$ cat config.mk
export PLATFORM = sky130hd
export DESIGN_NAME = set_cond_ctrl
export DESIGN_NICKNAME = d
export VERILOG_FILES = /design/src/rtl/dlx_setcond_pkg.sv /design/src/rtl/set_cond_cmp.sv /design/src/rtl/set_cond_ctrl.sv
export SDC_FILE = /design/constraint.sdc
export NUM_CORES = 1
export LEC_CHECK = 0
export CAP_MARGIN = 15
export CORE_MARGIN = 2
export CORE_UTILIZATION = 45
export CTS_CLUSTER_DIAMETER = 80
export DETAILED_ROUTE_END_ITERATION = 10
export GPL_TIMING_DRIVEN = 0
export PLACE_DENSITY = 0.77
export SYNTH_ARGS = -nofsm -noshare
export SYNTH_HDL_FRONTEND = slang
export SYNTH_SLANG_ARGS = --single-unit
$ cat constraint.sdc
create_clock -name CLK -period 2.2 [get_ports CLK]
set_clock_uncertainty 0.05 [all_clocks]
set_input_delay 0.22 -clock CLK [delete_from_list [all_inputs] [get_ports CLK]]
set_output_delay 0.22 -clock CLK [all_outputs]
set_load 0.02 [all_outputs]
$ cat src/rtl/dlx_setcond_pkg.sv
// Shared constants for the DLX set-condition controller: widths, compare
// condition encodings, FSM state encoding and immediate sign extension.
// No logic, no latency, no flow control.
package dlx_setcond_pkg;

    localparam int DATA_W = 32;
    localparam int REG_W  = 5;
    localparam int IMM_W  = 16;

    // COND field encodings; 3'b110 and 3'b111 are illegal.
    typedef enum logic [2:0] {
        COND_EQ = 3'b000,
        COND_NE = 3'b001,
        COND_LT = 3'b010,
        COND_GT = 3'b011,
        COND_LE = 3'b100,
        COND_GE = 3'b101
    } cond_e;

    typedef enum logic [2:0] {
        ST_IDLE = 3'd0,
        ST_RD_A = 3'd1,
        ST_RD_B = 3'd2,
        ST_CMP  = 3'd3,
        ST_WB   = 3'd4
    } state_e;

    function automatic logic [DATA_W-1:0] sext_imm(input logic [IMM_W-1:0] imm);
        return {{(DATA_W-IMM_W){imm[IMM_W-1]}}, imm};
    endfunction

endpackage

$ cat src/rtl/set_cond_cmp.sv
// Combinational comparator: 1-bit set-condition result plus illegal-COND flag.
// Latency: zero cycles (pure combinational).
// Backpressure: none; the caller registers the outputs.
// Ports: opa_i/opb_i operands, cond_i condition code, uns_i unsigned select,
//        res_o comparison outcome, illegal_o high for COND 110/111.
module set_cond_cmp
    import dlx_setcond_pkg::*;
(
    input  logic [DATA_W-1:0] opa_i,
    input  logic [DATA_W-1:0] opb_i,
    input  logic [2:0]        cond_i,
    input  logic              uns_i,
    output logic              res_o,
    output logic              illegal_o
);

    logic eq;
    logic lt;

    always_comb begin
        eq        = (opa_i == opb_i);
        // Equality is sign-agnostic; only the ordering depends on uns_i.
        lt        = uns_i ? (opa_i < opb_i) : ($signed(opa_i) < $signed(opb_i));
        res_o     = 1'b0;
        illegal_o = 1'b0;
        case (cond_i)
            COND_EQ: res_o = eq;
            COND_NE: res_o = ~eq;
            COND_LT: res_o = lt;
            COND_GT: res_o = ~lt & ~eq;
            COND_LE: res_o = lt | eq;
            COND_GE: res_o = ~lt;
            default: illegal_o = 1'b1;
        endcase
    end

endmodule

$ cat src/rtl/set_cond_ctrl.sv
// Multi-cycle DLX set-condition executor: read RS1 (and RS2), compare, write 0/1 to RD.
// Latency: START edge to DONE is 4 cycles (register form) or 3 (immediate form), +1 per withheld grant.
// Backpressure: waits in WB with RF_WREQ high until RF_WGNT; START while BUSY is dropped.
// Ports: START/COND/UNS/IMM_SEL/RS1/RS2/RD/IMM instruction fields; RF_RADDR/RF_RDATA read port;
//        RF_WREQ/RF_WGNT/RF_WE/RF_WADDR/RF_WDATA arbitrated write port; BUSY/DONE/ERR status.
module set_cond_ctrl
    import dlx_setcond_pkg::*;
(
    input  logic              CLK,
    input  logic              RESET,
    input  logic              START,
    input  logic [2:0]        COND,
    input  logic              UNS,
    input  logic              IMM_SEL,
    input  logic [REG_W-1:0]  RS1,
    input  logic [REG_W-1:0]  RS2,
    input  logic [REG_W-1:0]  RD,
    input  logic [IMM_W-1:0]  IMM,
    output logic [REG_W-1:0]  RF_RADDR,
    input  logic [DATA_W-1:0] RF_RDATA,
    output logic              RF_WREQ,
    input  logic              RF_WGNT,
    output logic              RF_WE,
    output logic [REG_W-1:0]  RF_WADDR,
    output logic [DATA_W-1:0] RF_WDATA,
    output logic              BUSY,
    output logic              DONE,
    output logic              ERR
);

    state_e            state_q;
    logic [2:0]        cond_q;
    logic              uns_q;
    logic              imm_sel_q;
    logic [REG_W-1:0]  rs1_q;
    logic [REG_W-1:0]  rs2_q;
    logic [REG_W-1:0]  rd_q;
    logic [IMM_W-1:0]  imm_q;
    logic [DATA_W-1:0] opa_q;
    logic [DATA_W-1:0] opb_q;
    logic              res_q;
    logic              err_q;

    logic              cmp_res;
    logic              cmp_illegal;
    logic              wb_done;

    set_cond_cmp u_cmp (
        .opa_i     (opa_q),
        .opb_i     (opb_q),
        .cond_i    (cond_q),
        .uns_i     (uns_q),
        .res_o     (cmp_res),
        .illegal_o (cmp_illegal)
    );

    // R0 is never written, so WB retires immediately without asking for the port.
    assign wb_done = (state_q == ST_WB) && (RF_WGNT || (rd_q == '0));

    always_ff @(posedge CLK) begin
        if (RESET) begin
            state_q   <= ST_IDLE;
            cond_q    <= '0;
            uns_q     <= 1'b0;
            imm_sel_q <= 1'b0;
            rs1_q     <= '0;
            rs2_q     <= '0;
            rd_q      <= '0;
            imm_q     <= '0;
            opa_q     <= '0;
            opb_q     <= '0;
            res_q     <= 1'b0;
            err_q     <= 1'b0;
        end else begin
            case (state_q)
                ST_IDLE: begin
                    if (START) begin
                        cond_q    <= COND;
                        uns_q     <= UNS;
                        imm_sel_q <= IMM_SEL;
                        rs1_q     <= RS1;
                        rs2_q     <= RS2;
                        rd_q      <= RD;
                        imm_q     <= IMM;
                        state_q   <= ST_RD_A;
                    end
                end
                ST_RD_A: begin
                    opa_q <= RF_RDATA;
                    if (imm_sel_q) begin
                        // Immediate form skips the second read-port cycle.
                        opb_q   <= sext_imm(imm_q);
                        state_q <= ST_CMP;
                    end else begin
                        state_q <= ST_RD_B;
                    end
                end
                ST_RD_B: begin
                    opb_q   <= RF_RDATA;
                    state_q <= ST_CMP;
                end
                ST_CMP: begin
                    res_q   <= cmp_res;
                    err_q   <= cmp_illegal;
                    state_q <= ST_WB;
                end
                ST_WB: begin
                    if (wb_done) begin
                        state_q <= ST_IDLE;
                    end
                end
                default: state_q <= ST_IDLE;
            endcase
        end
    end

    always_comb begin
        RF_RADDR = '0;
        case (state_q)
            ST_RD_A: RF_RADDR = rs1_q;
            ST_RD_B: RF_RADDR = rs2_q;
            default: RF_RADDR = '0;
        endcase
    end

    assign BUSY     = (state_q != ST_IDLE);
    assign RF_WREQ  = (state_q == ST_WB) && (rd_q != '0);
    assign RF_WE    = RF_WREQ & RF_WGNT;
    assign RF_WADDR = rd_q;
    assign RF_WDATA = {{(DATA_W-1){1'b0}}, res_q};
    assign DONE     = wb_done;
    assign ERR      = wb_done & err_q;

endmodule
==> flow_summary.yaml, run 1 <==
critical_path:
  worstPathCellList: "inv_1 -> ha_1 -> nand4_1 -> buf_4 -> nor4_4 -> a21boi_0 -> o31a_1 -> o31ai_4 -> mux2i_1 -> a31oi_1"
  timing_worst_setup_path_type: "flip-flop to flip-flop"
  r2r_setup_slack_ns: -0.12
  path_buf_inv: 2
  cp_slowest_stage_delay_ns: 0.34
  critPathArrivalTime_ns: 2.50
  worst_path_max_delay_cell: "dfxtp_2"
  cp-start-kind: "flip-flop"
  cp_top_family: "compound AO/OA/AOI/OAI gates"
  required_ns: 2.38
  crit_path_max_fanout: 2
  worstSetupEndpointType: "flip-flop"
layout:
  final_core_util_pct: 62.9
  n_antenna_cell: 0
  area_growth_pct: 35.4
  nets: 879
  fillers: 939
  drive_above_1_share_pct: 16.8
  stdcell_count: 920
  design_area_um2: 6880
clock_network:
  htreeDepth: 3
  clk_pin_slew_ns: 0.07
  ctsLongestPathBuffers: 2
  cts_buffers: 9
  cts_sinks: 105
  clock_latency_ns: 0.35
  holdBufCountCts: 0
  cts_tree: "yes"
  cts_root_buf: "clkbuf_16"
timing:
  setup_ws_ns: -0.115
  fmax_mhz: 432
  fin_tns_setup_ns: -0.120
  slew_headroom_pct: 47.8
  slew_violations: 0
  worstMarginPinSlew_ns: 0.782
  final-hold-violation-count: 0
  setup_violations: 2
  final.min_clock_period_ns: 2.32
  grt_setup_unrepaired: "true"
  min_period_over_period_pct: 105
logic_synthesis:
  synth_top_area_share_pct: 41.4
  ys_ff_latch: 105
  yosysUniqueCellTypes: 40
  synth.avg_cell_area_um2: 7.92
  post-synth-top-area-cell: "dfxtp_1"
  syn_inst: 641
  netlist_top_cells_area: "dfxtp_1 (41%), nand2_1 (11%), a21oi_1 (9.8%), ha_1 (7.9%), a211oi_1 (5.0%)"
  synth_seq_area_share_pct: 41.4
  netlist_area_um2: 5080
  ys_warn_count: 0
power_and_ir_drop:
  ir_drop_uv: 584
  leakage_nw: 2.63
  swShare_pct: 32.7
  internal_power_w: 0.00355
  switchingPower_w: 0.00172
  p_clk_share_pct: 30.3
  power.density_nw_per_um2: 766
  seq_power_share_pct: 41.6
  combPwrFrac_pct: 28.0
grt:
  first_global_vias: 4681
  grtUsageMet3_pct: 4.29
  grt-ovfl-total: 0
  grt_use_total_pct: 23.0
  antenna_found_initial: 0
  use_met2_pct: 38.7
  grt_pass1_wl_um: 21800
  grt_max_degree: 21
  grt-busiest-layer: "met2"
  grtUsageMet1_pct: 28.5
die:
  die_area_um2: 12200
  coreArea_um2: 10900
  io_pins: 119
  fp.dieW_um: 110
  fp-row-count: 38
  start_util_pct: 46.5
  die_h_um: 110
detailed_routing:
  vias_per_cell: 5.20
  avgRoutedWirePerCell_um: 15.2
  vias: 4782
  drc: 0
  postRouteWirelength_um: 14000
  drtIter0Drc: 232
  postRouteAntennaNets: 0
  dr.pass1.iters: 5
place:
  gp_congestion: 0.870
  dp_hpwl_um: 9620
  placed_cell_area_um2: 6230
  dp_slack_ns: -0.478
  port_buffers: 86
  place_inst: 897
run_status:
  status: "finished, violations left"
  violations: "negative setup slack"
worst_hold_path:
  hold_class: "input pin to flip-flop"
job:
  cap_violations: 0
[tightest hold or removal path, delay by kind of cell]
| kind | cells | cell delay, ns |
|---|---|---|
| and+or+nand+nor | 1 | 0.05 |
| buffers and inverters | 1 | 0.39 |
| AOI/OAI and AO/OA | 1 | 0.05 |
[worst paths after layout]
| check | from | to | depth (start not counted) |
|---|---|---|---|
| setup reg to reg | opb_q[8]$_SDFFE_PP0P_ | res_q$_SDFFE_PP0P_ | 10 |
| setup / recovery | opb_q[8]$_SDFFE_PP0P_ | res_q$_SDFFE_PP0P_ | 10 |
| hold / removal | RS1[2] | rs1_q[2]$_SDFFE_PP0P_ | 3 |
| hold reg to reg | rs1_q[3]$_SDFFE_PP0P_ | rs1_q[3]$_SDFFE_PP0P_ | 2 |
[state kept, by name, summed over array words and instances, names as in the netlist]
register   flops
RF_WADDR       5
cond_q         3
err_q          1
imm_q         16
imm_sel_q      1
opa_q         32
opb_q         32
res_q          1
rs1_q          5
rs2_q          5
state_q        3
uns_q          1
[synthesized netlist by cell type (all sizes together)]
master / count
a31oi: 1
clkbuf: 29
nor4: 2
or4: 2
a21boi: 2
o21ba: 1
o31ai: 2
or3b: 1
a221o: 1
conb: 1
nor2b: 3
nand3b: 1
nand3: 6
o31a: 1
dfxtp: 105
o21bai: 1
nor3: 2
nand4: 7
nand2b: 2
o21ai: 2
nor3b: 3
a211o: 1
mux2i: 17
a211oi: 34
a21oi: 100
ha: 32
a22o: 5
buf: 43
nor4b: 2
inv: 34
o211ai: 1
and3b: 1
nand2: 145
nor2: 45
a21o: 3
and2: 3
[power groups by stage]
| stage | Combinational (W) | Sequential [W] | Clock [W] |
|---|---|---|---|
| final | 0.00148 | 0.00219 | 0.00160 |
| after global routing | 0.00161 | 0.00221 | 0.00170 |
| after CTS | 0.00133 | 0.00218 | 0.00161 |
| after detailed placement | 0.00121 | 0.00221 | 0 |
| after global placement | 0.00118 | 0.00220 | 0 |
| after floorplan | 0.000830 | 0.00219 | 0 |
[cells by family after synthesis]
| family | count (synthesis) | share of synthesized area, % |
|---|---|---|
| mux | 17 | 3.35 |
| simple gates | 225 | 18.5 |
| other cells | 1 | 0.0738 |
| flops | 105 | 41.4 |
| fa+ha+maj | 32 | 7.88 |
| compound gates | 155 | 18.5 |
| buf+inv | 106 | 10.3 |
[metrics by stage]
stage          total power [W]  hold slack (ns)
2_1_floorplan          0.00302            0.306
3_3_place_gp           0.00338            0.391
3_5_place_dp           0.00342            0.399
4_1_cts                0.00512            0.356
5_1_grt                0.00552            0.362
6_report               0.00527            0.362
[metal layers]
layer,routed length (µm),vias to the layer above
li1,-,2367
met1,5860,2203
met2,6880,193
met3,966,19
met4,248,0
met5,0,-
[timing repair]
| action | 4_1_cts | 5_1_grt |
|---|---|---|
| pin swaps | 13 | 10 |
| endpoints found under the setup margin | 15 | 55 |
| setup buffers | 5 | 4 |
| gates resized for setup | 74 | 22 |
| hold endpoints to repair | 0 | 0 |
[cell usage in the layout (no fill, tap or decap), types with 4 or more instances in the layout]
master,n
a21oi_1,96
clkdlybuf4s50_1,77
mux2i_1,17
buf_2,7
a21oi_2,4
clkdlybuf4s15_2,5
nor2_1,41
conb_1,31
nand2_1,144
dfxtp_1,83
inv_2,5
ha_1,20
nand3_1,6
dfxtp_2,22
clkbuf_16,9
a22o_1,5
inv_1,29
ha_4,12
buf_4,41
buf_1,4
nand4_1,7
a211oi_1,34
clkbuf_1,25
[cell type report]
cell class,count,area [µm²],area share [%]
multi-input cells,460,2800,40.8
flip-flops and latches,105,2130,31.0
repair buffers,95,930,13.5
plain buffers,70,409,5.95
clock buffers,9,225,3.28
well taps,140,175,2.55
inverters,34,128,1.86
clock inverters,7,76.3,1.11
(Power assumes the default switching activity.)
==> run 2: changes to the inputs <==
CORE_UTILIZATION = 46   (was 45)
PLACE_DENSITY = 0.78   (was 0.77)
SYNTH_HIERARCHICAL = 1   (was unset)
==> run 2 against run 1 <==
Effect of this change:
- the run still ends with negative setup slack left
- clock-buffer cell count rose by 1
- cell count rose by 2.6%
- power fell by 4.8%
- critical path depth rose by 1
- first-iteration DRC count fell by 9.1%
- clock power fell by 8%
- global-route usage fell by 1.3 points
- core utilization fell by 2.1 points
- cell area rose by 0.51%
- critical endpoint unchanged
==> flow_summary.yaml, run 2 <==
power_and_ir_drop:
  combPwrFrac_pct: 27.4
  switchingPower_w: 0.00154
  leakage_nw: 2.72
  p_clk_share_pct: 29.5
  ir_drop_uv: 362
  swShare_pct: 30.8
  power.density_nw_per_um2: 725
  internal_power_w: 0.00347
  seq_power_share_pct: 43.1
worst_hold_path:
  hold_class: "input pin to flip-flop"
  hold_path_depth: 3
die:
  coreArea_um2: 11400
  io_pins: 119
  die_area_um2: 12400
  die_h_um: 112
  start_util_pct: 46.8
  fp.dieW_um: 112
  fp-row-count: 39
clock_network:
  ctsLongestPathBuffers: 2
  cts_buffers: 9
  cts_root_buf: "clkbuf_16"
  cts_tree: "yes"
  clk_pin_slew_ns: 0.07
  htreeDepth: 3
  cts_sinks: 105
  clock_latency_ns: 0.34
timing:
  min_period_over_period_pct: 111
  setup_violations: 1
  fmax_mhz: 409
  grt_setup_unrepaired: "true"
  slew_headroom_pct: 53.1
  final-hold-violation-count: 0
  setup_ws_ns: -0.246
  whs_ns: 0.371
  worstMarginPinSlew_ns: 0.704
  final.min_clock_period_ns: 2.45
  slew_violations: 0
logic_synthesis:
  yosys_most_used_dff: "dfxtp_1"
  yosysMostFrequentCell: "nand2_1"
  netlist_area_um2: 5320
  netlist_top_cells_area: "dfxtp_1 (40%), nand2_1 (14%), a21oi_1 (7.8%), ha_1 (7.5%), buf_4 (5.4%)"
  postSynth.asyncResetShare_pct: 0
  synth_top_area_share_pct: 39.5
  ys_ff_latch: 105
  synth_seq_area_share_pct: 39.5
  synth_edf_count: 0
  syn_inst: 662
  synth_common_cells: "nand2_1 (192), dfxtp_1 (105), a21oi_1 (83), buf_4 (38), inv_1 (37)"
  yosysUniqueCellTypes: 55
  ys_warn_count: 6
  post-synth-top-area-cell: "dfxtp_1"
  synth.avg_cell_area_um2: 8.04
place:
  gp_congestion: 0.888
  dp_hpwl_um: 10300
  place_inst: 921
  port_buffers: 86
detailed_routing:
  avgRoutedWirePerCell_um: 14.5
  drtIter0Drc: 211
  drc: 0
  vias_per_cell: 5.10
  postRouteWirelength_um: 13700
  postRouteAntennaNets: 0
  vias: 4810
  dr.pass1.iters: 8
layout:
  final_core_util_pct: 60.8
  fillers: 1001
  drive_above_1_share_pct: 16.2
  nets: 900
  biggestRegsByFlops: "opa_q x32, opb_q x32, imm_q x16"
  area_growth_pct: 29.9
  seqCellArea_um2: 2110
  n_antenna_cell: 0
  final_common_cell: "nand2_1"
  stdcell_count: 944
  final_cell_mix: "nand2_1 (191), dfxtp_1 (97), a21oi_1 (83)"
  multi_input_area_um2: 2810
critical_path:
  reg2reg_depth: 11
  cp-start-kind: "flip-flop"
  timing_worst_setup_path_type: "flip-flop to flip-flop"
  critPathArrivalTime_ns: 2.61
  cp_slowest_stage_delay_ns: 0.34
  crit_path_max_fanout: 3
  worstSetupEndpointType: "flip-flop"
  required_ns: 2.37
  cpMostUsedCell: "mux2i_1"
  worstPathCellList: "inv_2 -> ha_4 -> nand4_4 -> nor4_4 -> a21boi_4 -> o41ai_4 -> a21oi_2 -> mux2i_1 -> o211ai_1 -> mux2i_1 -> nor2_1"
  worst_path_max_delay_cell: "dfxtp_2"
grt:
  first_global_vias: 4735
  antenna_found_initial: 0
  grt-ovfl-total: 0
  grt_pass1_wl_um: 22200
  grt_max_degree: 18
  grt_use_total_pct: 21.8
run_status:
  status: "finished, violations left"
  violations: "negative setup slack"
job:
  cap_violations: 0
## run 2: changes by cell type after synthesis, moves of 6 or more
cell / change
nor2_1: -36
a311oi_1: +16
buf_4: +6
mux2i_1: -14
a211oi_1: -28
buf_6: +7
a211oi_2: +10
nand2_1: +47
clkbuf_1: -17
buf_2: +13
a21oi_1: -16
nor3_1: +32
## run 2: path summary, 6_finish.rpt
check,end,from,slack (ns)
hold reg to reg,imm_q[0]$_SDFFE_PP0P_,imm_q[0]$_SDFFE_PP0P_,0.41
setup reg to reg,res_q$_SDFFE_PP0P_,opb_q[15]$_SDFFE_PP0P_,-0.25
hold / removal,rs2_q[4]$_SDFFE_PP0P_,RS2[4],0.37
setup / recovery,res_q$_SDFFE_PP0P_,opb_q[15]$_SDFFE_PP0P_,-0.25
## run 2: power groups by stage
stage / logic (W) / registers [W] / clock network, W
final: 0.00137 / 0.00216 / 0.00148
after global placement: 0.00121 / 0.00218 / 0
after detailed placement: 0.00125 / 0.00219 / 0
after floorplan: 0.000866 / 0.00217 / 0
after global routing: 0.00150 / 0.00218 / 0.00158
after CTS: 0.00129 / 0.00215 / 0.00150
## run 2: timing repair
action / in CTS / in global routing
pin swaps: 4 / 11
setup endpoints to repair: 10 / 4
hold buffers: 0 / 0
endpoints found under the hold margin: 0 / 0
resized for setup: 17 / 27
buffers inserted: 4 / 3
## run 2: layer usage
metal | wire length [µm] | global-route usage (%)
met5 | 0 | 0
met4 | 216 | 7.98
met3 | 801 | 5.17
met2 | 6700 | 37.7
met1 | 6000 | 26.4
## run 2: critical path: cells and delay by family (launching register included)
family	cells	cell delay, ns
buf+inv	1	0.05
simple gates	3	0.52
compound gates	4	0.73
flops	1	0.34
mux	2	0.38
fa+ha+maj	1	0.27
## run 2: kinds of logic (layout without fill, tap and decap cells)
kind of cell / count (synthesis) / in the layout / share of synthesized area (%)
flops: 105 / 105 / 39.5
simple gates: 268 / 268 / 22.9
fa+ha+maj: 32 / 32 / 7.52
mux: 3 / 3 / 0.564
compound gates: 139 / 139 / 17.3
buf+inv: 114 / 223 / 12.2
other cells: 1 / 31 / 0.0705
## run 2: layout make-up
class                   count  area share, %
inverters                  37           2.01
multi-input cells         473           40.6
flip-flops and latches    105           30.6
plain buffers              77           7.44
well taps                 143           2.59
repair buffers             93           12.9
clock inverters             6          0.615
clock buffers              10           3.31
## run 2: through the flow
stage               worst slack, ns  TNS [ns]  total power, W  cell area (µm²)
finish                       -0.246    -0.246         0.00501             6910
global route                 -0.378    -0.378         0.00525             6910
CTS                          -0.259    -0.259         0.00493             6790
detailed placement           -0.345    -0.345         0.00344             6470
global placement             -0.282    -0.282         0.00339             6470
floorplan                    0.0884         0         0.00304             5430
==> run 3: changes to the inputs <==
SKIP_CTS_REPAIR_TIMING = 1   (was unset)
clock period = 2 ns   (was 2.2 ns; I/O delays follow)
==> run 3 against run 2 <==
Effect of this change:
- the run still ends with negative setup slack left
- clock power increased by 31%
- core utilization up 0.87 points
- highest routed layer unchanged
- fmax down 1.3%
- cell count up 0.53%
==> flow_summary.yaml, run 3 (synthesis results as in run 2) <==
power_and_ir_drop:
  power.density_nw_per_um2: 836
  ir_drop_uv: 528
  power_w: 0.00586
  leakage_nw: 2.81
critical_path:
  cp_slowest_stage_delay_ns: 0.35
  timing_worst_setup_path_type: "flip-flop to flip-flop"
  required_ns: 2.16
  cpMostUsedCell: "mux2i_1"
  worstPathCellList: "inv_2 -> ha_4 -> nand4_4 -> nor4_4 -> a21boi_4 -> o41ai_4 -> a21oi_2 -> mux2i_1 -> o211ai_1 -> mux2i_1 -> nor2_1"
  r2r_setup_slack_ns: -0.48
  cp-start-kind: "flip-flop"
  cp_top_family: "compound AO/OA/AOI/OAI gates"
  path_buf_inv: 1
  critPathArrivalTime_ns: 2.64
  crit_path_max_fanout: 3
  worstSetupEndpointType: "flip-flop"
  worst_path_max_delay_cell: "dfxtp_2"
layout:
  drive_above_1_share_pct: 17.0
  nets: 905
  multi_input_area_um2: 2810
  design_area_um2: 7010
  area_growth_pct: 31.7
  final_core_util_pct: 61.7
  fillers: 941
  n_antenna_cell: 0
  biggestRegsByFlops: "opa_q x32, opb_q x32, imm_q x16"
  seqCellArea_um2: 2110
  final_cell_mix: "nand2_1 (192), dfxtp_1 (100), a21oi_1 (83)"
  final_common_cell: "nand2_1"
timing:
  min_period_over_period_pct: 124
  setup_violations: 1
  worstMarginPinSlew_ns: 0.679
  final-hold-violation-count: 0
  fin_tns_setup_ns: -0.478
  whs_ns: 0.342
  slew_violations: 0
  fmax_mhz: 404
  final.min_clock_period_ns: 2.48
  slew_headroom_pct: 54.7
  setup_ws_ns: -0.478
  grt_setup_unrepaired: "true"
die:
  die_h_um: 112
  fp-row-count: 39
  start_util_pct: 46.8
  coreArea_um2: 11400
  io_pins: 119
  fp.dieW_um: 112
  die_area_um2: 12400
run_status:
  violations: "negative setup slack"
  status: "finished, violations left"
clock_network:
  ctsLongestPathBuffers: 2
  clock_latency_ns: 0.35
  cts_root_buf: "clkbuf_16"
  cts_buffers: 9
  clk_pin_slew_ns: 0.07
  cts_tree: "yes"
  htreeDepth: 3
  cts_sinks: 105
detailed_routing:
  avgRoutedWirePerCell_um: 15.1
  dr.pass1.iters: 5
  vias_per_cell: 5.23
  postRouteAntennaNets: 0
  postRouteWirelength_um: 14300
  drc: 0
  vias: 4959
  drtIter0Drc: 258
grt:
  first_global_vias: 4762
  grt_use_total_pct: 22.3
  grt_pass1_wl_um: 22600
  grt_max_degree: 18
  antenna_found_initial: 0
  grt-ovfl-total: 0
place:
  port_buffers: 86
  gp_congestion: 0.858
  placed_cell_area_um2: 6490
  dp_hpwl_um: 10300
job:
  cap_violations: 0
worst_hold_path:
  hold_class: "input pin to flip-flop"
-- run 3: changes by cell type in the layout (fill, tap and decap cells not counted), moves of 2 or more --
cell / change
buf_2: +2
dlygate4sd2_1: -6
dfxtp_2: -3
bufinv_16: +2
dfxtp_1: +3
dlymetal6s2s_1: +3
buf_4: +4
clkbuf_2: +2
-- run 3: power breakdown --
group	leakage [nW]	internal (W)	switching, W
clock network	0.159	0.00114	0.000802
registers	0.861	0.00227	0.000109
logic	1.79	0.000716	0.000833
total	2.81	0.00412	0.00174
-- run 3: path summary, 6_finish.rpt --
path / start / end / cells past startpoint
worst max register to register: opb_q[15]$_SDFFE_PP0P_ / res_q$_SDFFE_PP0P_ / 11
worst min register to register: imm_q[0]$_SDFFE_PP0P_ / imm_q[0]$_SDFFE_PP0P_ / 2
worst min-delay path: RS1[2] / rs1_q[2]$_SDFFE_PP0P_ / 3
worst max-delay path: opb_q[15]$_SDFFE_PP0P_ / res_q$_SDFFE_PP0P_ / 11
-- run 3: layout make-up --
| cell class | instances | area share [%] |
|---|---|---|
| Timing Repair Buffer | 98 | 13.2 |
| Buffer | 77 | 7.39 |
| Sequential cell | 105 | 30.1 |
| Tap cell | 143 | 2.55 |
| Clock inverter | 6 | 1.29 |
| Clock buffer | 10 | 3.41 |
| Multi-Input combinational cell | 473 | 40.1 |
| Inverter | 37 | 1.98 |
-- run 3: stage by stage --
step	worst slack, ns	std cells
6_report	-0.478	949
5_1_grt	-0.586	949
4_1_cts	-0.544	937
3_5_place_dp	-0.497	921
3_3_place_gp	-0.437	921
2_1_floorplan	-0.0717	692
-- run 3: metal layers --
metal,GRT usage (%),part of all wire (%),vias to the layer above
met3,5.28,5.8,15
met5,0,0,-
met4,7.00,1.3,0
met2,39.4,51,160
li1,-,-,2460
met1,26.8,42,2324
-- run 3: worst register-to-register path, cell delays in order, from the launching register on --
cell and delay, ns:
dfxtp_2 0.35, inv_2 0.05, ha_4 0.27, nand4_4 0.13, nor4_4 0.33, a21boi_4 0.28
o41ai_4 0.12, a21oi_2 0.27, mux2i_1 0.22, o211ai_1 0.10, mux2i_1 0.13, nor2_1 0.05
